==> src/rtl/rng_arbiter.sv <==
// rng_arbiter: round-robin sharing of one xorshift PRNG
// with run-time reseed and discarded warmup steps after each seed load.
module rng_arbiter #(
  parameter int NUM_REQ       = 4,
  parameter int RANDOM_WIDTH  = 32,
  parameter logic [RANDOM_WIDTH-1:0] SEED = 1,
  parameter int WARMUP_CYCLES = 4
) (
  input  logic                    clk,
  input  logic                    reset_n,
  input  logic [NUM_REQ-1:0]      req,
  output logic [NUM_REQ-1:0]      gnt,
  output logic                    rnd_valid,
  output logic [RANDOM_WIDTH-1:0] rnd_data,
  input  logic                    reseed_valid,
  input  logic [RANDOM_WIDTH-1:0] reseed_data,
  output logic                    reseed_ready,
  output logic                    busy
);

  localparam int PW = (NUM_REQ > 1) ? $clog2(NUM_REQ) : 1;
  localparam int CW = $clog2(WARMUP_CYCLES + 2);

  typedef logic [RANDOM_WIDTH-1:0] word_t;
  typedef enum logic {WARMUP, READY} state_t;

  state_t        fsm;
  word_t         s;
  logic [CW-1:0] warm_cnt;
  logic [PW-1:0] rr_ptr;
  logic [PW-1:0] win;
  logic [PW-1:0] win_nxt;
  logic [PW:0]   scan;
  logic          any_req;

  function automatic word_t xs_step(input word_t v);
    return v ^ (v << 13) ^ (v >> 17) ^ (v << 5);
  endfunction

  // A zero seed would lock the engine at zero forever.
  function automatic word_t fix_seed(input word_t v);
    return (v == '0) ? word_t'(1) : v;
  endfunction

  // Walk from the far end so the last hit is the
  // nearest set bit at or after rr_ptr.
  always_comb begin
    win  = rr_ptr;
    scan = '0;
    for (int i = NUM_REQ - 1; i >= 0; i--) begin
      scan = {1'b0, rr_ptr} + (PW+1)'(i);
      if (scan >= (PW+1)'(NUM_REQ))
        scan = scan - (PW+1)'(NUM_REQ);
      if (req[scan[PW-1:0]])
        win = scan[PW-1:0];
    end
  end

  assign any_req = |req;
  assign win_nxt = (win == PW'(NUM_REQ - 1)) ? '0 : win + 1'b1;

  assign reseed_ready = (fsm == READY);
  assign busy         = (fsm == WARMUP);

  always_ff @(posedge clk or negedge reset_n) begin
    if (!reset_n) begin
      s         <= fix_seed(SEED);
      fsm       <= WARMUP;
      warm_cnt  <= '0;
      rr_ptr    <= '0;
      gnt       <= '0;
      rnd_valid <= 1'b0;
      rnd_data  <= '0;
    end else begin
      gnt       <= '0;
      rnd_valid <= 1'b0;
      unique case (fsm)
        WARMUP: begin
          if (warm_cnt == CW'(WARMUP_CYCLES)) begin
            fsm <= READY;
          end else begin
            s        <= xs_step(s);
            warm_cnt <= warm_cnt + 1'b1;
          end
        end
        READY: begin
          if (reseed_valid) begin
            s        <= fix_seed(reseed_data);
            warm_cnt <= '0;
            fsm      <= WARMUP;
          end else if (any_req) begin
            gnt       <= NUM_REQ'(1) << win;
            rnd_valid <= 1'b1;
            rnd_data  <= s;
            s         <= xs_step(s);
            rr_ptr    <= win_nxt;
          end
        end
        default: fsm <= WARMUP;
      endcase
    end
  end

endmodule

==> config.mk <==
export PLATFORM = sky130hd
export DESIGN_NAME = rng_arbiter
export DESIGN_NICKNAME = d
export VERILOG_FILES = /design/src/rtl/rng_arbiter.sv
export SDC_FILE = /design/constraint.sdc
export NUM_CORES = 1
export LEC_CHECK = 0
export CORE_MARGIN = 10
export CORE_UTILIZATION = 52
export CTS_CLUSTER_DIAMETER = 50
export DETAILED_ROUTE_END_ITERATION = 7
export GPL_TIMING_DRIVEN = 0
export PLACE_DENSITY = 0.83
export SETUP_SLACK_MARGIN = 0.2
export SLEW_MARGIN = 20
export SYNTH_ARGS = -nofsm -noshare
export SYNTH_HDL_FRONTEND = slang
export SYNTH_SLANG_ARGS = --single-unit
==> constraint.sdc <==
create_clock -name clk -period 2.1 [get_ports clk]
set_input_delay 0.21 -clock clk [delete_from_list [all_inputs] [get_ports clk]]
set_output_delay 0.21 -clock clk [all_outputs]
set_load 0.02 [all_outputs]
==> metrics.txt <==
run status completed; Crit Path Max Fanout 10; PwrDens 1720 mW/mm2; Main synth FF type dfrtp_1; pre-CTS WS -0.221 ns; CTS tree built; RSZ-0062 raised after global routing true; PortBufs 77; initial DRC count 236; Rows 31; CP Capture Type register; grt ovf 0; routed via count 3401; Syn. warnings 0; Placer Congestion 0.900; final worst clock skew 0.0109 ns; max cap viols 0; layout cell share with drive strength beyond 1 15.0%; type of origin of the critical path input pin; Setup WS post-layout 0.257 ns; Clock transition at path regs 0.08 ns; routed wire length 11.5 mm; DRC Markers 0; H-tree level count 3; Syn Inst Count 380; Clock Tree Root clkbuf_8; fin crit share 87.8%; worst vdd ir 0.778 mV; # nets final 515; reg-to-reg critical path endpoint rnd_data[30]; first-pass GRT wire length 18.7 mm; min Tclk post-route 1.84 ns; Seq/Total Area, Yosys 48.5%; overall power 8610 uW; total CTS buffers 9; Clock Latency Late Sink 0.34 ns; die height 106 um; First-pass DRT Iterations 5; R2R setup slack 0.28 ns; FF-to-FF path depth 4; Starting Density 53.4%; die width 106 um; Syn-to-layout area delta 28.8%; critical path data arrival time 2.02 ns; Synth async-reset ratio 100%; slew margin rel. 43.9%; synthesized area 0.00388 mm2; core area 0.00725 mm2; routed length per instance 20.2 um; number of synthesized flops with an enable pin 0; DR vias/cell 5.94; LEAKAGE 0.00210 uW; FILL cells 564; WS Path Type in2reg; flip-flop and latch count after synthesis 75; commonest non-fill, non-tap cells in the layout 73 x dfrtp_1, 73 x clkdlybuf4s50_1, 69 x nor2_1; Synth cell types 41; Final Setup Violations 0; Syn Nets 425; ant diodes 0; Hold Path Class in2async; vias in the first global route 3536; R2R Path Start reseed_ready; max-slew violation count 0; remaining antenna violation count after routing 0; Worst-Margin Slew 0.837 ns; largest net degree at the start of global routing 48; Final HPWL DP 8.64 mm; Final Hold Fails 0; # Post-CTS Setup Buffers 0; fmax 0.543 GHz; I/O Pins 78; initial antenna violation count 0; total track usage 20.8%; clk sinks 75; CP required 2.28 ns; Syn Area/Cell 10.2 um2; Die ar. 0.0113 mm2; clock tree buffer depth 2
metal layers:
| metal | vias to the layer above | track usage, % | part of all wire (%) |
|---|---|---|---|
| met5 | - | 0 | 0 |
| met4 | 0 | 8.70 | 3.0 |
| met3 | 29 | 5.74 | 7.6 |
| met2 | 160 | 35.1 | 49 |
| met1 | 1688 | 24.5 | 40 |
| li1 | 1524 | - | - |
cell usage after synthesis (2+ instances only):
library cell | number | share of area [%]
nand3_1 | 3 | 0.39
a2bb2oi_1 | 3 | 0.68
inv_1 | 10 | 0.97
a211oi_1 | 9 | 1.7
nor4_1 | 9 | 1.5
xnor2_1 | 13 | 2.9
and2_1 | 6 | 0.97
ha_1 | 6 | 1.9
buf_2 | 6 | 0.77
a21oi_1 | 17 | 2.2
nor2_1 | 69 | 6.7
buf_6 | 2 | 0.58
a31oi_1 | 17 | 2.7
mux2_2 | 33 | 9.6
nor2b_1 | 11 | 1.8
dfrtp_1 | 74 | 48
nand4_1 | 2 | 0.32
nand2_1 | 13 | 1.3
xor2_1 | 16 | 3.6
nand2b_1 | 2 | 0.32
o22a_1 | 16 | 3.6
a2bb2oi_2 | 2 | 0.77
o21ai_0 | 14 | 1.8
clkbuf_1 | 10 | 0.97
worst max path at each step:
stage	startpoint	slack, ns	to
2_1_floorplan	rr_ptr[1]	0.42	rr_ptr[1]
3_3_place_gp	reset_n	-1.74	rnd_data[10]
3_5_place_dp	req[3]	-0.22	rr_ptr[1]
4_1_cts	req[1]	0.21	s[23]
5_1_grt	reseed_ready	0.17	rnd_data[4]
6_report	req[0]	0.26	s[26]
state kept, by name (all words and copies together), names as in the netlist:
name,flops
rr_ptr,2
s,32
gnt,4
reseed_ready,1
rnd_data,32
warm_cnt,3
rnd_valid,1
stage by stage:
| step | util, % | area, um2 | TNS (ns) | hold WS [ns] | std cells |
|---|---|---|---|---|---|
| after CTS | 68.6 | 4980 | 0 | 0.342 | 573 |
| after global placement | 65.8 | 4770 | -129.91 | 0.490 | 556 |
| after floorplan | - | 3880 | 0 | -0.0856 | 380 |
| final | 68.8 | 4990 | 0 | 0.323 | 573 |
| after detailed placement | 66.1 | 4800 | -1.84 | 0.163 | 557 |
| after global routing | 68.8 | 4990 | 0 | 0.346 | 573 |
logic make-up after synthesis:
| kind of cell | after synthesis | synth area share [%] |
|---|---|---|
| flops | 75 | 48.5 |
| compound gates | 89 | 15.9 |
| buf+inv | 29 | 3.49 |
| xor+xnor | 29 | 6.55 |
| fa+ha+maj | 6 | 1.94 |
| simple gates | 118 | 13.8 |
| mux | 34 | 9.85 |
what timing repair did:
item / in CTS / in global routing
hold buffers: 1 / 0
gates resized for setup: 5 / 11
setup endpoints to repair: 19 / 32
pin swaps: 0 / 0
endpoints found under the hold margin: 27 / 0
gates cloned: 0 / 0
cell type report:
cell class              count  area (um2)  share of cell area [%]
multi-input cells         276        1870                    37.5
inverters                  10        37.5                   0.752
clock buffers              10         128                    2.56
plain buffers              19         109                    2.18
flip-flops and latches     75        1880                    37.6
repair buffers             79         813                    16.3
clock inverters             5        31.3                   0.627
well taps                  99         124                    2.48
report_power, final:
| part | internal [uW] | total [uW] | switching, uW |
|---|---|---|---|
| clock | 418 | 943 | 525 |
| combinational | 2340 | 4630 | 2290 |
| sequential | 2200 | 3030 | 840 |
| total | 4950 | 8610 | 3650 |
critical path: stages:
cell and delay [ns]:
clkdlybuf4s50_1 0.48, or4_4 0.58, o22a_2 0.32, buf_4 0.21, a21oi_1 0.14, a211oi_1 0.07
(Power assumes the default switching activity.)
